--- config.mk ---
export PLATFORM = sky130hd
export DESIGN_NAME = line_interp
export DESIGN_NICKNAME = d
export VERILOG_FILES = /design/src/rtl/line_pkg.sv /design/src/rtl/line_step.sv /design/src/rtl/line_interp.sv
export SDC_FILE = /design/constraint.sdc
export NUM_CORES = 1
export LEC_CHECK = 0
export ABC_AREA = 1
export BUFFER_PORTS_ARGS = -buffer_cell sky130_fd_sc_hd__buf_4
export CAP_MARGIN = 30
export CORE_MARGIN = 1
export CORE_UTILIZATION = 42
export DETAILED_ROUTE_END_ITERATION = 6
export GPL_ROUTABILITY_DRIVEN = 0
export GPL_TIMING_DRIVEN = 0
export PLACE_DENSITY = 0.62
export SLEW_MARGIN = 0
export SYNTH_ARGS = -nofsm -noshare
export SYNTH_HDL_FRONTEND = slang
export SYNTH_SLANG_ARGS = --single-unit
--- constraint.sdc ---
create_clock -name clk -period 9.5 [get_ports clk]
set_input_delay 1.425 -clock clk [delete_from_list [all_inputs] [get_ports clk]]
set_output_delay 1.425 -clock clk [all_outputs]
set_load 0.1 [all_outputs]
--- src/rtl/line_pkg.sv ---
// -----------------------------------------------------------------------------
// line_pkg
// Shared definitions for the line interpolator:
//   XW_DEF / YW_DEF : default coordinate widths
//   X_MAX / Y_MAX   : last visible column / row of the 640x480 raster
//   err_width()     : signed width of the Bresenham error term, max(XW,YW)+2
//   ERR_W           : error-term width for the default coordinate widths
//   state_e         : interpolator FSM states
// -----------------------------------------------------------------------------
package line_pkg;

  localparam int XW_DEF = 10;
  localparam int YW_DEF = 10;
  localparam int X_MAX  = 639;
  localparam int Y_MAX  = 479;

  // Two extra bits hold the sign plus the doubled error (e2 = 2*err) headroom.
  function automatic int err_width(input int xw, input int yw);
    return ((xw > yw) ? xw : yw) + 2;
  endfunction

  localparam int ERR_W = err_width(XW_DEF, YW_DEF);

  typedef enum logic [1:0] {
    IDLE,   // no previous point
    HOLD,   // previous point held, nothing to draw
    SETUP,  // compute deltas and first step
    DRAW    // emit pixels
  } state_e;

endpackage

--- src/rtl/line_step.sv ---
// -----------------------------------------------------------------------------
// line_step
// Purely combinational single Bresenham step.
//   x_i, y_i   : current point
//   err_i      : current error term (signed)
//   dx_i, dy_i : |x1-x0| and -|y1-y0| (signed)
//   sx_i, sy_i : step direction, 1 = toward the smaller coordinate
//   xe_i, ye_i : line endpoint
//   x_o, y_o   : next point
//   err_o      : next error term
//   last_o     : the current point (x_i,y_i) is the endpoint
// -----------------------------------------------------------------------------
module line_step
  import line_pkg::*;
#(
  parameter int XW = XW_DEF,
  parameter int YW = YW_DEF,
  parameter int EW = err_width(XW_DEF, YW_DEF)
) (
  input  logic [XW-1:0]        x_i,
  input  logic [YW-1:0]        y_i,
  input  logic signed [EW-1:0] err_i,
  input  logic signed [EW-1:0] dx_i,
  input  logic signed [EW-1:0] dy_i,
  input  logic                 sx_i,
  input  logic                 sy_i,
  input  logic [XW-1:0]        xe_i,
  input  logic [YW-1:0]        ye_i,
  output logic [XW-1:0]        x_o,
  output logic [YW-1:0]        y_o,
  output logic signed [EW-1:0] err_o,
  output logic                 last_o
);

  logic signed [EW:0] e2;
  logic signed [EW:0] dx_w;
  logic signed [EW:0] dy_w;
  logic               step_x;
  logic               step_y;

  assign e2   = {err_i, 1'b0};
  assign dx_w = {dx_i[EW-1], dx_i};
  assign dy_w = {dy_i[EW-1], dy_i};

  assign step_x = (e2 >= dy_w);
  assign step_y = (e2 <= dx_w);

  assign x_o = !step_x ? x_i : (sx_i ? x_i - 1'b1 : x_i + 1'b1);
  assign y_o = !step_y ? y_i : (sy_i ? y_i - 1'b1 : y_i + 1'b1);

  assign err_o = err_i + (step_x ? dy_i : '0) + (step_y ? dx_i : '0);

  assign last_o = (x_i == xe_i) && (y_i == ye_i);

endmodule

--- src/rtl/line_interp.sv ---
// -----------------------------------------------------------------------------
// line_interp
// Turns sparse camera points into a contiguous stroke by walking a Bresenham
// line from the previous point to each new one, one pixel per handshake.
//   clk        : vga_clk domain clock
//   reset      : asynchronous, active-low reset
//   in_x/in_y  : mapped camera coordinate
//   in_valid   : level, pen visible
//   in_strobe  : one-cycle pulse, new sample on in_x/in_y
//   out_x/out_y: pixel to paint
//   out_valid  : pixel available
//   out_ready  : consumer accepts the pixel this cycle
//   busy       : high in SETUP or DRAW
//   overrun    : one-cycle pulse when the pending sample is overwritten
// Optional feature macro: THICK_PEN_EN -- each step is emitted as (x,y) and
// (x,y+1); the lower pixel is skipped on row Y_MAX.
// -----------------------------------------------------------------------------
module line_interp
  import line_pkg::*;
#(
  parameter int XW       = XW_DEF,
  parameter int YW       = YW_DEF,
  parameter int MAX_JUMP = 96,
  parameter int Y_MAX    = line_pkg::Y_MAX
) (
  input  logic          clk,
  input  logic          reset,
  input  logic [XW-1:0] in_x,
  input  logic [YW-1:0] in_y,
  input  logic          in_valid,
  input  logic          in_strobe,
  output logic [XW-1:0] out_x,
  output logic [YW-1:0] out_y,
  output logic          out_valid,
  input  logic          out_ready,
  output logic          busy,
  output logic          overrun
);

  localparam int EW = err_width(XW, YW);

  state_e               state_q, state_d;
  logic                 pend_v_q, pend_v_d;
  logic [XW-1:0]        pend_x_q, pend_x_d;
  logic [YW-1:0]        pend_y_q, pend_y_d;
  logic [XW-1:0]        px_q, px_d, ex_q, ex_d, cx_q, cx_d;
  logic [YW-1:0]        py_q, py_d, ey_q, ey_d, cy_q, cy_d;
  logic signed [EW-1:0] err_q, err_d, dx_q, dx_d, dy_q, dy_d;
  logic                 sx_q, sx_d, sy_q, sy_d;
  logic                 lift_q, lift_d;
  logic                 overrun_q, overrun_d;
`ifdef THICK_PEN_EN
  logic                 second_q, second_d;
`endif

  // Jump / duplicate classification of the pending sample against P.
  logic [XW-1:0] adx_p, adx_e;
  logic [YW-1:0] ady_p, ady_e;
  logic          jump, same;

  assign adx_p = (pend_x_q > px_q) ? pend_x_q - px_q : px_q - pend_x_q;
  assign ady_p = (pend_y_q > py_q) ? pend_y_q - py_q : py_q - pend_y_q;
  assign adx_e = (ex_q > px_q) ? ex_q - px_q : px_q - ex_q;
  assign ady_e = (ey_q > py_q) ? ey_q - py_q : py_q - ey_q;
  assign jump  = (adx_p > XW'(MAX_JUMP)) || (ady_p > YW'(MAX_JUMP));
  assign same  = (pend_x_q == px_q) && (pend_y_q == py_q);

  // One stepper serves both the SETUP first step (from P with fresh deltas)
  // and every DRAW step (from the current point with registered deltas).
  logic                 in_setup;
  logic signed [EW-1:0] set_dx, set_dy;
  logic [XW-1:0]        nx;
  logic [YW-1:0]        ny;
  logic signed [EW-1:0] nerr;
  logic                 at_end;

  assign in_setup = (state_q == SETUP);
  assign set_dx   = EW'(adx_e);
  assign set_dy   = -EW'(ady_e);

  line_step #(.XW(XW), .YW(YW), .EW(EW)) u_step (
    .x_i   (in_setup ? px_q : cx_q),
    .y_i   (in_setup ? py_q : cy_q),
    .err_i (in_setup ? set_dx + set_dy : err_q),
    .dx_i  (in_setup ? set_dx : dx_q),
    .dy_i  (in_setup ? set_dy : dy_q),
    .sx_i  (in_setup ? !(ex_q > px_q) : sx_q),
    .sy_i  (in_setup ? !(ey_q > py_q) : sy_q),
    .xe_i  (ex_q),
    .ye_i  (ey_q),
    .x_o   (nx),
    .y_o   (ny),
    .err_o (nerr),
    .last_o(at_end)
  );

  // NOTE: async reset in the sensitivity list, and non-blocking assignments so
  // every flop samples the pre-edge value of every other flop.
  always_ff @(posedge clk or negedge reset) begin
    if (!reset) state_q <= IDLE;
    else        state_q <= state_d;
  end

  always_ff @(posedge clk or negedge reset) begin
    if (!reset) begin
      pend_v_q  <= 1'b0;
      pend_x_q  <= '0;
      pend_y_q  <= '0;
      px_q      <= '0;
      py_q      <= '0;
      ex_q      <= '0;
      ey_q      <= '0;
      cx_q      <= '0;
      cy_q      <= '0;
      err_q     <= '0;
      dx_q      <= '0;
      dy_q      <= '0;
      sx_q      <= 1'b0;
      sy_q      <= 1'b0;
      lift_q    <= 1'b0;
      overrun_q <= 1'b0;
`ifdef THICK_PEN_EN
      second_q  <= 1'b0;
`endif
    end else begin
      pend_v_q  <= pend_v_d;
      pend_x_q  <= pend_x_d;
      pend_y_q  <= pend_y_d;
      px_q      <= px_d;
      py_q      <= py_d;
      ex_q      <= ex_d;
      ey_q      <= ey_d;
      cx_q      <= cx_d;
      cy_q      <= cy_d;
      err_q     <= err_d;
      dx_q      <= dx_d;
      dy_q      <= dy_d;
      sx_q      <= sx_d;
      sy_q      <= sy_d;
      lift_q    <= lift_d;
      overrun_q <= overrun_d;
`ifdef THICK_PEN_EN
      second_q  <= second_d;
`endif
    end
  end

  logic consume, start_single, advance;

  // NOTE: every signal written here gets its default first, so no path can
  // leave one unassigned and infer a latch.
  always_comb begin
    state_d      = state_q;
    pend_v_d     = pend_v_q;
    pend_x_d     = pend_x_q;
    pend_y_d     = pend_y_q;
    px_d         = px_q;
    py_d         = py_q;
    ex_d         = ex_q;
    ey_d         = ey_q;
    cx_d         = cx_q;
    cy_d         = cy_q;
    err_d        = err_q;
    dx_d         = dx_q;
    dy_d         = dy_q;
    sx_d         = sx_q;
    sy_d         = sy_q;
    lift_d       = lift_q;
    overrun_d    = 1'b0;
`ifdef THICK_PEN_EN
    second_d     = second_q;
`endif
    consume      = 1'b0;
    start_single = 1'b0;
    advance      = 1'b0;

    unique case (state_q)
      IDLE: begin
        if (pend_v_q) begin
          consume      = 1'b1;
          start_single = 1'b1;
        end
      end
      HOLD: begin
        if (!in_valid) begin
          state_d = IDLE;
        end else if (pend_v_q) begin
          consume = 1'b1;
          if (jump) begin
            start_single = 1'b1;
          end else if (!same) begin
            ex_d    = pend_x_q;
            ey_d    = pend_y_q;
            lift_d  = 1'b0;
            state_d = SETUP;
          end
        end
      end
      SETUP: begin
        dx_d    = set_dx;
        dy_d    = set_dy;
        sx_d    = !(ex_q > px_q);
        sy_d    = !(ey_q > py_q);
        cx_d    = nx;
        cy_d    = ny;
        err_d   = nerr;
        lift_d  = lift_q | !in_valid;
        state_d = DRAW;
      end
      DRAW: begin
        lift_d = lift_q | !in_valid;
        if (out_ready) begin
`ifdef THICK_PEN_EN
          if (!second_q && (cy_q != YW'(Y_MAX))) begin
            second_d = 1'b1;
          end else begin
            second_d = 1'b0;
            advance  = 1'b1;
          end
`else
          advance = 1'b1;
`endif
        end
        if (advance) begin
          if (at_end) begin
            px_d    = ex_q;
            py_d    = ey_q;
            state_d = (lift_q || !in_valid) ? IDLE : HOLD;
          end else begin
            cx_d  = nx;
            cy_d  = ny;
            err_d = nerr;
          end
        end
      end
      default: state_d = IDLE;
    endcase

    // A single-pixel stroke is a degenerate line whose start is its end.
    if (start_single) begin
      cx_d    = pend_x_q;
      cy_d    = pend_y_q;
      ex_d    = pend_x_q;
      ey_d    = pend_y_q;
      px_d    = pend_x_q;
      py_d    = pend_y_q;
      lift_d  = !in_valid;
      state_d = DRAW;
    end

    // A sample that lands in the same cycle the slot is drained replaces
    // nothing, so it does not count as an overrun.
    if (in_strobe && in_valid) begin
      pend_v_d  = 1'b1;
      pend_x_d  = in_x;
      pend_y_d  = in_y;
      overrun_d = pend_v_q && !consume;
    end else if (consume) begin
      pend_v_d  = 1'b0;
    end
  end

  always_comb begin
    out_valid = (state_q == DRAW);
    busy      = (state_q == SETUP) || (state_q == DRAW);
    out_x     = cx_q;
`ifdef THICK_PEN_EN
    out_y     = cy_q + YW'(second_q);
`else
    out_y     = cy_q;
`endif
    overrun   = overrun_q;
  end

endmodule

==> results of run 1 <==
-- layer usage --
layer / global-route usage, % / vias up
met5: 0 / -
met1: 34.0 / 5652
met2: 40.8 / 392
met3: 3.44 / 84
met4: 12.0 / 0
li1: - / 6025
-- worst min-delay path, stage by stage (launching register included) --
cell and delay (ns):
sky130_fd_sc_hd__dfrtp_1 0.34, sky130_fd_sc_hd__nand2_1 0.06, sky130_fd_sc_hd__nand2_1 0.05
-- placed cells by master (no fill, tap or decap), types with 4 or more instances in the layout --
cell / n
sky130_fd_sc_hd__a21oi_1: 115
sky130_fd_sc_hd__a21oi_2: 11
sky130_fd_sc_hd__a31oi_1: 7
sky130_fd_sc_hd__buf_2: 17
sky130_fd_sc_hd__buf_4: 55
sky130_fd_sc_hd__buf_6: 9
sky130_fd_sc_hd__clkbuf_1: 22
sky130_fd_sc_hd__clkbuf_16: 17
sky130_fd_sc_hd__clkinv_4: 4
sky130_fd_sc_hd__dfrtp_1: 118
sky130_fd_sc_hd__dfrtp_2: 5
sky130_fd_sc_hd__fa_1: 22
sky130_fd_sc_hd__ha_1: 130
sky130_fd_sc_hd__ha_2: 4
sky130_fd_sc_hd__inv_1: 281
sky130_fd_sc_hd__inv_2: 6
sky130_fd_sc_hd__mux2i_1: 4
sky130_fd_sc_hd__nand2_1: 458
sky130_fd_sc_hd__nand2_2: 25
sky130_fd_sc_hd__nand3_1: 75
sky130_fd_sc_hd__nand3_2: 18
sky130_fd_sc_hd__nand3b_1: 5
sky130_fd_sc_hd__nand4_1: 27
sky130_fd_sc_hd__nor2_1: 111
sky130_fd_sc_hd__nor2_2: 5
sky130_fd_sc_hd__nor2_4: 4
sky130_fd_sc_hd__nor3_1: 7
sky130_fd_sc_hd__o2111ai_1: 6
sky130_fd_sc_hd__o211ai_1: 4
sky130_fd_sc_hd__o21ai_0: 160
sky130_fd_sc_hd__o21ai_1: 14
sky130_fd_sc_hd__o21bai_1: 7
sky130_fd_sc_hd__o22ai_1: 4
sky130_fd_sc_hd__or2_2: 22
sky130_fd_sc_hd__xnor2_1: 19
sky130_fd_sc_hd__xor2_1: 61
-- what timing repair did --
| item | in CTS | in global routing |
|---|---|---|
| pin swaps | 0 | 3 |
| hold endpoints to repair | 0 | 0 |
| setup endpoints to repair | 1 | 3 |
| setup buffers | 0 | 3 |
| gates cloned | 0 | 0 |
| resized for setup | 5 | 36 |
-- sequential cells by signal (all words and copies together), names as in the netlist --
signal    count
py_q         10
ey_q         10
pend_v_q      1
state_q       2
ex_q         10
sy_q          1
err_q        12
out_y        10
dy_q         12
out_x        10
dx_q         12
px_q         10
lift_q        1
overrun       1
sx_q          1
pend_y_q     10
pend_x_q     10
-- through the flow --
step                instance area, µm²  setup WS, ns  setup TNS (ns)  instances
CTS                              14100        0.0566               0       2299
floorplan                        12600          1.49               0       1829
finish                           14300         0.640               0       2301
global placement                 13500        -0.497          -0.497       2266
detailed placement               13500        -0.503          -0.503       2267
global route                     14300        -0.116          -0.119       2301
-- cell usage after synthesis, types with 9 or more instances --
master	number
sky130_fd_sc_hd__nand2_2	24
sky130_fd_sc_hd__fa_1	23
sky130_fd_sc_hd__or2_2	22
sky130_fd_sc_hd__xnor2_1	19
sky130_fd_sc_hd__xor2_1	63
sky130_fd_sc_hd__nand3_2	18
sky130_fd_sc_hd__buf_2	18
sky130_fd_sc_hd__dfrtp_1	123
sky130_fd_sc_hd__clkbuf_1	24
sky130_fd_sc_hd__nand2_1	460
sky130_fd_sc_hd__inv_1	282
sky130_fd_sc_hd__o21ai_1	11
sky130_fd_sc_hd__a21oi_2	9
sky130_fd_sc_hd__nor2_1	113
sky130_fd_sc_hd__nand3_1	75
sky130_fd_sc_hd__a31oi_1	9
sky130_fd_sc_hd__ha_1	134
sky130_fd_sc_hd__nand4_1	27
sky130_fd_sc_hd__a21oi_1	117
sky130_fd_sc_hd__o21ai_0	165
-- cell families (layout without fill, tap and decap cells) --
family | Yosys count | after routing | share of synthesized area [%]
AND/OR/NAND/NOR | 766 | 766 | 26.5
AO/OA/AOI/OAI | 350 | 350 | 15.1
buffers and inverters | 346 | 428 | 11.0
adder cells (fa/ha/maj) | 157 | 157 | 16.9
flip-flops | 123 | 123 | 24.3
XOR/XNOR | 82 | 82 | 5.68
multiplexers | 5 | 5 | 0.406
-- how the worst max path moves through the flow --
stage / cells after the start / slack [ns] / end / startpoint
after global placement: 62 / -0.50 / err_q[11] / ex_q[0]
after CTS: 59 / 0.06 / err_q[11] / py_q[8]
after detailed placement: 62 / -0.50 / err_q[11] / ex_q[0]
final: 60 / 0.64 / err_q[11] / px_q[0]
after floorplan: 60 / 1.49 / err_q[11] / px_q[1]
after global routing: 61 / -0.12 / err_q[11] / px_q[3]
-- final cells by class --
class	count	share of cell area, %
Sequential cell	123	21.6
Inverter	287	7.55
Multi-Input combinational cell	1360	58.0
Tap cell	390	3.42
Clock buffer	18	3.08
Timing Repair Buffer	51	2.85
Buffer	58	2.28
Clock inverter	14	1.20
==> results.txt, run 1 <==
The startpoint identified for the worst register-to-register timing path is px_q[0]. Detailed placement finished with a half-perimeter wire length of 30.4 mm. After detailed routing, the number of remaining DRC violations is 0. The CTS root buffer was sky130_fd_sc_hd__clkbuf_16. Setup slack on the worst reg-to-reg path comes out at 0.64 ns. The tools report the number of search-and-repair iterations in the first detailed-routing pass as 6.

Among all stages on the critical path, the largest delay is contributed by sky130_fd_sc_hd__fa_1. The delay of the slowest cell on the worst path was 0.56 ns. Of all flip-flops after synthesis, the portion carrying an async set or reset was 100%. Sequential cells were found to cover 24.3% of the synthesized design area. The worst-path maximum fanout is 16.

The netlist uses 50 different library cells. Once the floorplan was initialized, standard cells occupied 42.7% of the core. In the final layout, the share of cells above drive strength 1 is 12.0%. The tools report the met2 wire length as 17.1 mm.

Maximum buffer depth of the clock tree: 2. Yosys mapped a number of flops with a built-in enable equal to 0. The post-route minimum period is 8.86 ns. The worst setup path is launched from a flip-flop. Final hold violation count: 0. In the synthesized netlist, the number of instances is 1829. After clock tree synthesis, the clock-pin slew on the worst setup and hold paths is 0.06 ns.

The total buffers and inverters traversed by the critical path came out at 9. The first global-routing pass estimated 61.2 mm of wire. Relative slew slack: 31.9%.

Counting stages on the worst path, the most repeated cell is sky130_fd_sc_hd__nand2_1. The run gives 4 as the depth of the CTS H-tree. Maximum clock rate: 113 MHz. Yosys attributes the largest share of cell area to sky130_fd_sc_hd__dfrtp_1 24%, sky130_fd_sc_hd__nand2_1 14%, sky130_fd_sc_hd__ha_1 13%. The critical path data required time was 9.83 ns; the worst hold path stage count was 2. The via count of the first global-routing pass was 11.6k.

The most used flip-flop cell after synthesis is sky130_fd_sc_hd__dfrtp_1. Count of input and output buffers: 47. The endpoint identified for the worst register-to-register timing path is err_q[11]. Measured along the y axis, the die boundary spans 176 µm. Fill cells in the final layout number 3084. Synthesis inferred 123 register bits.

Counting cells, the worst reg-to-reg path comes to 60. The detailed-routed wire length on met3 is 2.01 mm. Across all hold checks on the routed design, the worst slack comes to 0.475 ns. Setup violations remaining at the end of the flow were counted as 0. The clock latency at the later pin of the worst-skew pair was 0.45 ns. In the final routing, the length of wire on met1 measures 17.3 mm. Count of nets left with antenna violations after detail routing: 0. Clock tree synthesis inserted a total of 17 buffers.

STA classifies the critical path endpoint as a flip-flop. The footprint of the multi-input gates was 8270 µm²; the final critical-path share of the clock period was 93.3%. Summing all flip-flop and latch instances after layout gives 3080 µm². The via-per-instance ratio was 5.28.

The biggest area consumer among synthesized cells is sky130_fd_sc_hd__dfrtp_1. The top layer reached by signal wires is met4. The worst-margin pin slew is 1.01 ns.

TritonCTS built the clock tree. The total area inside the core boundary comes to 29600 µm². The worst hold path terminates at lift_q.

After detailed routing, the average wire length per cell comes to 16.5 µm. The top cell type's share of synthesized area came out at 24.3%. The run gives 9.19 ns as the signal arrival time at the worst endpoint.

The run gives 25.5% as the total routing resource utilization after global routing. For the count of clock tree sinks, the log shows 123. The logs give 0 for the number of hold-repair buffers added at the cts stage and 0 for the total grt overflow. Max-cap check violation count: 0.

The top-level I/O count was 48. In this run, the number of DRC markers left after iteration 0 of detailed routing was 1047. Measured along the x axis, the die boundary spans 176 µm.

During synthesis, Yosys emitted a total of 0 warnings. After synthesis, the mean cell area works out to 6.92 µm². Across all layers, the routed design uses 12.2k vias. The worst hold-check path type was flip-flop to flip-flop.

The number of antenna violations at the first check in global routing was 0. The critical path class is flip-flop to flip-flop. The startpoint of the worst hold path was lift_q. Relative to the synthesized area, the layout overhead comes to 12.7%. The run gives 82 as the largest net degree at the start of global routing. Between clock sinks in the finished design, the worst skew comes to 0.0169 ns.

For the post-synth net total, the log shows 2011. The final number of max-transition violations is 0, and the final antenna diode count is 0. For the total standard cell area after synthesis, the log shows 12600 µm². The flow ran to the end, and the final reports show no timing, DRC or antenna violations.

After detailed routing, the total wire length is 38.1 mm. For this run, the post-layout net count is 2080. The kind of cell with the highest combined delay along the critical path is simple AND/OR/NAND/NOR gates. Once layout is complete, the utilization of the core stands at 48.1%. The die covers 30800 µm².

The initialized floorplan defines 63 standard-cell rows.
Power of run 1 is left out: the tool's default activity adds up to more than one toggle a clock period on the data nets, which glitch-free logic cannot reach.
==> run 2, diff against run 1 <==
--- a/config.mk
+++ b/config.mk
@@ -14,6 +14,7 @@
 export GPL_ROUTABILITY_DRIVEN = 0
 export GPL_TIMING_DRIVEN = 0
 export PLACE_DENSITY = 0.62
+export REMOVE_ABC_BUFFERS = 1
 export SLEW_MARGIN = 0
 export SYNTH_ARGS = -nofsm -noshare
 export SYNTH_HDL_FRONTEND = slang
==> run 2 against run 1 <==
Net effect:
- non-clock buffer count down 47
- critical path depth shrank 4
- highest routed layer unchanged
- die area did not move
- critical endpoint unchanged
- design area fell by 0.29%
- sequential cell count unchanged
- register-to-register slack gained 0.12 ns
==> results.txt, run 2 (synthesized netlist as in run 1, its figures left out) <==
The CTS root buffer is sky130_fd_sc_hd__clkbuf_16. Largest net degree at the start of global routing: 72. For the worst-skew pair, the clock arrives at the later sink with an insertion delay of 0.45 ns. The leading cell type in the layout, fill and taps excluded was sky130_fd_sc_hd__nand2_1. The total routing resource utilization after global routing was 23.6%; the effective utilization at floorplan was 42.7%. The number of search-and-repair iterations in the first detailed-routing pass is 6. The relative slew slack is 29.4%, and the post-route minimum period is 8.74 ns. The cell with the most instances on the worst path was sky130_fd_sc_hd__nand2_1. The first global-routing pass estimated 57.8 mm of wire. The worst hold-check path type is flip-flop to flip-flop. In this run the most critical hold path is launched from lift_q. In this run, the number of DRC markers left after iteration 0 of detailed routing was 664. Across all register-to-register paths, the minimum setup slack is 0.76 ns. CTS saw 123 sinks. The logs give 11.4k for the via count of the first global-routing pass and 17 for the number of buffers added by the clock tree synthesis step. TritonCTS built the clock tree. The routed layout has 11.8k vias. After legalization and detailed placement, the total HPWL measured 27.1 mm. The run gives 0 as the number of hold-repair buffers added at the cts stage.

The count of input and output buffers is 47. For this run, design rule violations remaining after detail routing come to 0. The detail route stage leaves a number of antenna-violating nets equal to 0.

The tools report the maximum buffer depth of the clock tree as 2. The depth of the CTS H-tree is 4. The capture instance of the worst register-to-register path was err_q[11].

The die span in y is 176 µm, and the total grt overflow is 0. Static timing analysis puts the maximum clock frequency at 114 MHz. The via-per-instance ratio is 5.21, and the worst-margin pin slew is 1.06 ns. The top cell types in the final layout, fill and taps aside, are 455 x sky130_fd_sc_hd__nand2_1, 279 x sky130_fd_sc_hd__inv_1, 161 x sky130_fd_sc_hd__o21ai_0, 127 x sky130_fd_sc_hd__ha_1, 118 x sky130_fd_sc_hd__dfrtp_1. The number of nets in the final layout was 2035. On the critical path, the stage with the largest delay is an instance of sky130_fd_sc_hd__fa_1.

The die covers 30800 µm². For the final hold violation count, the log shows 0. The detailed-route wire length per cell was 15.6 µm; the final critical-path share of the clock period was 92.0%. Data on the critical path arrives at its endpoint at 9.08 ns.

The path with the worst hold slack has its endpoint at lift_q. For the worst flop-to-flop path, the logic depth is 56. The flow ran to the end, and the final reports show no timing, DRC or antenna violations. The launch point of the worst reg-to-reg path was py_q[1]. The worst hold path stage count is 2. The critical path in this run is classified as flip-flop to flip-flop.

The largest registers in the layout are dx_q x12, dy_q x12, err_q x12. The max-cap check violation count was 0; the die width was 176 µm. The tools report the critical path data required time as 9.84 ns.

The final layout contains routed wiring with a total length of 35.3 mm. The post-route netlist has 11.3% of its cells at a drive strength greater than 1. The run gives 0 as the number of antenna violations at the first check in global routing.

The tools report the top-level I/O count as 48. The final antenna diode count was 0. The tightest hold path in the finished design has a slack of 0.466 ns. The tools report the kind of start point of the critical path as a flip-flop. The total area inside the core boundary comes to 29600 µm². The layout overhead on the synthesized area came out at 12.4%.

Setup violations remaining at the end of the flow were counted as 0. Clock-pin slew was measured on the worst setup and hold paths at 0.07 ns. The clock arrives with 0.0185 ns of skew.

In this run the core area contains 63 standard-cell rows. For this run, the slowest stage of the critical path takes 0.55 ns. Of all nets on the critical path, the largest fanout is 13. Endpoint kind of the worst setup timing path: a flip-flop.

The final number of max-transition violations came out at 0.
==> run 2: changes by cell type in the layout (fill, tap and decap cells not counted), sizes merged <==
cell,change
buf,-22
bufinv,+2
clkbuf,-23
clkinv,-3
clkinvlp,+2
inv,-3
nand2,+1
nand3,+1
==> run 2: worst max path at each step <==
stage                     depth (start not counted)  startpoint        end  slack [ns]
after floorplan                                  58     py_q[2]  err_q[11]        1.20
after global placement                           31  state_q[0]  err_q[11]       -0.85
after detailed placement                         58     ey_q[0]  err_q[11]       -0.61
after CTS                                        58     ey_q[0]  err_q[11]        0.12
after global routing                             57     py_q[1]  err_q[11]       -0.05
final                                            56     py_q[1]  err_q[11]        0.76
==> run 2: area by class of cell <==
type	count	area [µm²]
Fill cell	3041	15400
Timing Repair Buffer	62	534
Sequential cell	123	3080
Inverter	287	1080
Tap cell	390	488
Clock buffer	20	467
Multi-Input combinational cell	1362	8370
Clock inverter	12	193
==> run 2: layer usage <==
layer / up-vias / part of all wire (%) / global-route usage, %
met4: 0 / 3.3 / 9.38
li1: 5926 / - / -
met3: 65 / 4.0 / 2.99
met2: 275 / 45 / 37.8
met1: 5494 / 48 / 32.3
met5: - / 0 / 0
==> run 2: worst max-delay path, delay by kind of cell, from the launching register on <==
family / cells / cell delay (ns)
buffers and inverters: 3 / 0.29
DFF: 1 / 0.50
and+or+nand+nor: 35 / 3.87
AOI/OAI and AO/OA: 10 / 1.43
adders and majority gates: 7 / 2.39
xor gates and xnor gates: 1 / 0.12
==> run 2: metrics by stage <==
| stage | setup slack, ns | util, % | instances | instance area, µm² | TNS [ns] |
|---|---|---|---|---|---|
| finish | 0.760 | 48.0 | 2256 | 14200 | 0 |
| floorplan | 1.20 | - | 1770 | 12300 | 0 |
| global placement | -0.854 | 44.4 | 2207 | 13200 | -1.65 |
| global route | -0.0479 | 48.0 | 2256 | 14200 | -0.0479 |
| CTS | 0.122 | 47.2 | 2246 | 14000 | 0 |
| detailed placement | -0.609 | 44.9 | 2212 | 13300 | -0.757 |
==> run 2: what timing repair did <==
item / in CTS / in global routing
setup buffers: 1 / 9
resized for setup: 5 / 34
gates cloned: 1 / 1
pin swaps: 2 / 7
setup endpoints to repair: 2 / 4
Power of run 2 is left out for the same reason.
==> run 3, diff against run 2 <==
--- a/config.mk
+++ b/config.mk
@@ -5,7 +5,7 @@
 export SDC_FILE = /design/constraint.sdc
 export NUM_CORES = 1
 export LEC_CHECK = 0
-export ABC_AREA = 1
+export ABC_AREA = 0
 export BUFFER_PORTS_ARGS = -buffer_cell sky130_fd_sc_hd__buf_4
 export CAP_MARGIN = 30
 export CORE_MARGIN = 1
@@ -13,7 +13,7 @@
 export DETAILED_ROUTE_END_ITERATION = 6
 export GPL_ROUTABILITY_DRIVEN = 0
 export GPL_TIMING_DRIVEN = 0
-export PLACE_DENSITY = 0.62
+export PLACE_DENSITY = 0.64
 export REMOVE_ABC_BUFFERS = 1
 export SLEW_MARGIN = 0
 export SYNTH_ARGS = -nofsm -noshare
==> constraint.sdc (replaced) <==
create_clock -name clk -period 7.8 [get_ports clk]
set_input_delay 1.17 -clock clk [delete_from_list [all_inputs] [get_ports clk]]
set_output_delay 1.17 -clock clk [all_outputs]
set_load 0.1 [all_outputs]
==> run 3 against run 2 <==
Net effect:
- the flow now finishes with violations (negative setup slack)
- clock skew shrank 0.0076 ns
- core utilization increased by 5.6 points
- global-route usage is 0.93 points higher
- count of clock-buffer cells in the layout did not move
- non-clock buffer count up 94
- via count fell by 3.9%
- synthesized area fell by 2.3%
- hold slack better by 0.026 ns
- design area up 8.7%
- sequential cell count did not move
- critical path type unchanged
- highest routed layer unchanged
==> results.txt, run 3 <==
The distinct cell type count of the synthesized netlist was 86. In this run the critical register-to-register path is captured at err_q[11]. The startpoint identified for the worst hold timing path is err_q[11]. The critical path data required time was 8.09 ns.

The die is 174 µm wide. Max-cap violations in this run came to 0. The final number of max-transition violations was 0. Combinational cells account for 64.7% of the total power. The count of nets left with antenna violations once routing finished came out at 0. Setup repair after global routing could not meet its margin everywhere. The post-route netlist has 23.6% of its cells at a drive strength greater than 1. The logs give -2.84 ns for the final total negative setup slack and 0 for the total grt overflow. The worst hold path belongs to the class flip-flop to flip-flop.

For this run, design rule violations remaining after detail routing come to 0. For the relative slew slack, the log shows 40.8%. Counting flops with a built-in enable in the synthesized netlist gives 0.

For this run, asynchronously set or reset flops after synthesis account for 100%. On the final layout, the worst hold slack is 0.493 ns. The CTS root buffer was sky130_fd_sc_hd__clkbuf_16. The largest registers in the layout are dx_q x12, dy_q x12, err_q x12. The Yosys step of the flow raised 0 warnings. The number of search-and-repair iterations in the first detailed-routing pass was 5; the power dissipated by switching net loads was 2.24 mW. The mean cell area of the mapped netlist is 8.41 µm². The routed design has 37.0 mm of wire. The number of DRC violations after detailed-routing iteration 0 is 756.

The worst setup path is captured at a flip-flop. After layout, the design draws a total of 5.05 mW. The placed instances occupy a cell area of 13200 µm².

The H-tree generated during clock tree synthesis spans 4 levels. The setup-violating endpoint count in the final report was 6. The via-per-instance ratio came out at 5.68. VDD sags by at most 234 µV. Across all layers, the routed design uses 11.3k vias. The via count of the first global-routing pass was 11.1k; the layout overhead on the synthesized area was 25.0%. The power density relative to cell area was 327 nW/µm²; the largest net degree at the start of global routing was 75. The die footprint was 30100 µm². In this design, the stage delay of the slowest critical-path cell is 0.50 ns. Flip-flop cell with the highest count after synthesis: sky130_fd_sc_hd__dfrtp_1.

The final reports fail on negative setup slack. In the synthesized netlist, the cells that appear most often are 173 x sky130_fd_sc_hd__nand2_1, 163 x sky130_fd_sc_hd__inv_1, 134 x sky130_fd_sc_hd__ha_1, 123 x sky130_fd_sc_hd__dfrtp_1, 107 x sky130_fd_sc_hd__o21ai_0. In the final routed layout, each cell accounts on average for 18.6 µm.

Sorting the synthesized cells by area gives the leading types as sky130_fd_sc_hd__dfrtp_1 25%, sky130_fd_sc_hd__ha_1 14%, sky130_fd_sc_hd__nand2_1 5.3%. The critical path in this run is classified as flip-flop to flip-flop. Once detailed placement completed, the half-perimeter wirelength came to 25.4 mm. The worst hold path stage count was 2. The number of antenna violations at the first check in global routing is 0, and the worst setup margin is -1.04 ns. The finished cells cover 15500 µm². The synthesized design contains 123 register bits.

The longest clock path from root to sink contains 2 buffers. Worst-path maximum fanout: 5. The share of the core filled with cells is 53.6%, and the top-level I/O count is 48. TritonCTS built the clock tree. Number of buffers added by the clock tree synthesis step: 17.

The total routing resource utilization after global routing was 24.6%; the clock-pin slew of the registers on the worst-case setup and hold paths was 0.06 ns. Synthesis handed over a netlist of 1470 instances. The number of hold-repair buffers added at the cts stage is 0. The fraction of power spent switching nets works out to 44.3%. In the layout the commonest cells are 170 x sky130_fd_sc_hd__nand2_1, 148 x sky130_fd_sc_hd__inv_1, 142 x sky130_fd_sc_hd__buf_4, 115 x sky130_fd_sc_hd__dfrtp_1, 110 x sky130_fd_sc_hd__ha_1.

For flop-to-flop paths, the worst setup slack is -1.04 ns. Cell-internal power: 2.81 mW. Library cell contributing the largest single delay on the critical path: sky130_fd_sc_hd__fa_1.

The count of clock tree sinks was 123; the post-route minimum period was 8.84 ns. STA classifies the critical path startpoint as a flip-flop. For this design the static power due to leakage is 7.34 nW. Global-route wire length before repair: 58.6 mm. The cell row count is 62. For the worst setup path, the data arrival time is 9.13 ns. The run finished, with violations left.

The worst hold path terminates at err_q[11]. At the pin with the least slew margin, the transition time is 0.887 ns. The startpoint identified for the worst register-to-register timing path is ex_q[0].

The run gives 0 as the final hold violation count. The clock arrives with 0.0109 ns of skew. The share of the Yosys chip area taken by registers is 24.9%. The final critical path takes up 113% of the cycle. The leading cell type in the layout, fill and taps excluded is sky130_fd_sc_hd__nand2_1. Per report_power, the sequential group accounts for 17.1% of the total.

In this run the standard cell core region covers 28900 µm². The repair_antennas step left the layout with diodes totalling 0. The most common cell in the netlist was sky130_fd_sc_hd__nand2_1.

The cell area that synthesis handed to floorplanning was 12400 µm². The effective utilization at floorplan came out at 42.8%. During placement, the flow inserted port buffers numbering 47. In the final design database the tool counted 1777 nets.

The die span in y works out to 174 µm. Counting cells, the worst reg-to-reg path comes to 48. The top cell type's share of synthesized area is 24.9%. The biggest area consumer among synthesized cells was sky130_fd_sc_hd__dfrtp_1. Of the total power, the clock network draws 18.3%. The clock latency at the later pin of the worst-skew pair was 0.44 ns. For the maximum clock rate, the log shows 113 MHz.
[run 3: critical path, delay by kind of cell (launching register included)]
family,cells,cell delay (ns)
adder cells (fa/ha/maj),9,2.70
AO/OA/AOI/OAI,16,2.69
AND/OR/NAND/NOR,11,1.23
XOR/XNOR,6,1.00
flip-flops,1,0.43
buffers and inverters,5,0.34
multiplexers,1,0.31
[run 3: worst max-delay path by stage]
| stage | slack [ns] | cells past startpoint | from | endpoint |
|---|---|---|---|---|
| after CTS | -0.87 | 48 | ex_q[0] | err_q[11] |
| after detailed placement | -2.84 | 46 | px_q[1] | err_q[11] |
| final | -1.04 | 48 | ex_q[0] | err_q[11] |
| after global placement | -3.95 | 44 | px_q[1] | err_q[11] |
| after floorplan | -1.78 | 44 | px_q[1] | err_q[11] |
| after global routing | -1.49 | 48 | ex_q[0] | err_q[11] |
[run 3: metal layers]
layer	vias to the layer above	part of all wire (%)	wire (µm)	track usage, %
li1	5396	-	-	-
met2	372	47	17200	39.4
met5	-	0	0	0
met1	5470	44	16300	32.1
met4	0	3.8	1400	11.8
met3	68	5.4	2010	4.21
[run 3: final cells by class]
cell class	count	area, µm²
fillers	2583	13400
repair buffers	156	1300
clock buffers	20	447
multi-input cells	1134	9310
clock inverters	12	219
well taps	384	480
inverters	163	618
flip-flops and latches	123	3090
[run 3: logic make-up (layout without fill, tap and decap cells)]
family          count (synthesis)  count (layout)  share of synthesized area [%]
simple gates                  399             400                           15.8
flops                         123             123                           24.9
xor+xnor                       85              85                           6.02
mux                            93              93                           7.98
buf+inv                       215             351                           6.76
compound gates                396             397                           21.1
fa+ha+maj                     159             159                           17.4
[run 3: power by group through the flow]
stage / logic [mW] / clock network [mW] / registers (mW)
floorplan: 1.80 / 0 / 1.16
global placement: 2.60 / 0 / 0.867
detailed placement: 2.67 / 0 / 0.869
CTS: 3.09 / 0.932 / 0.861
global route: 3.57 / 0.962 / 0.877
finish: 3.26 / 0.921 / 0.862
[run 3: timing repair]
action                     in CTS  in global routing
gates resized for setup       136                 42
setup endpoints to repair      12                  8
pin swaps                      43                 45
buffers inserted               70                 28
gates cloned                    2                  0
[run 3: through the flow]
stage	setup slack, ns	cells
global placement	-3.95	1849
CTS	-0.869	1964
finish	-1.04	1992
floorplan	-1.78	1418
global route	-1.49	1992
detailed placement	-2.84	1860
(Power assumes the default switching activity.)
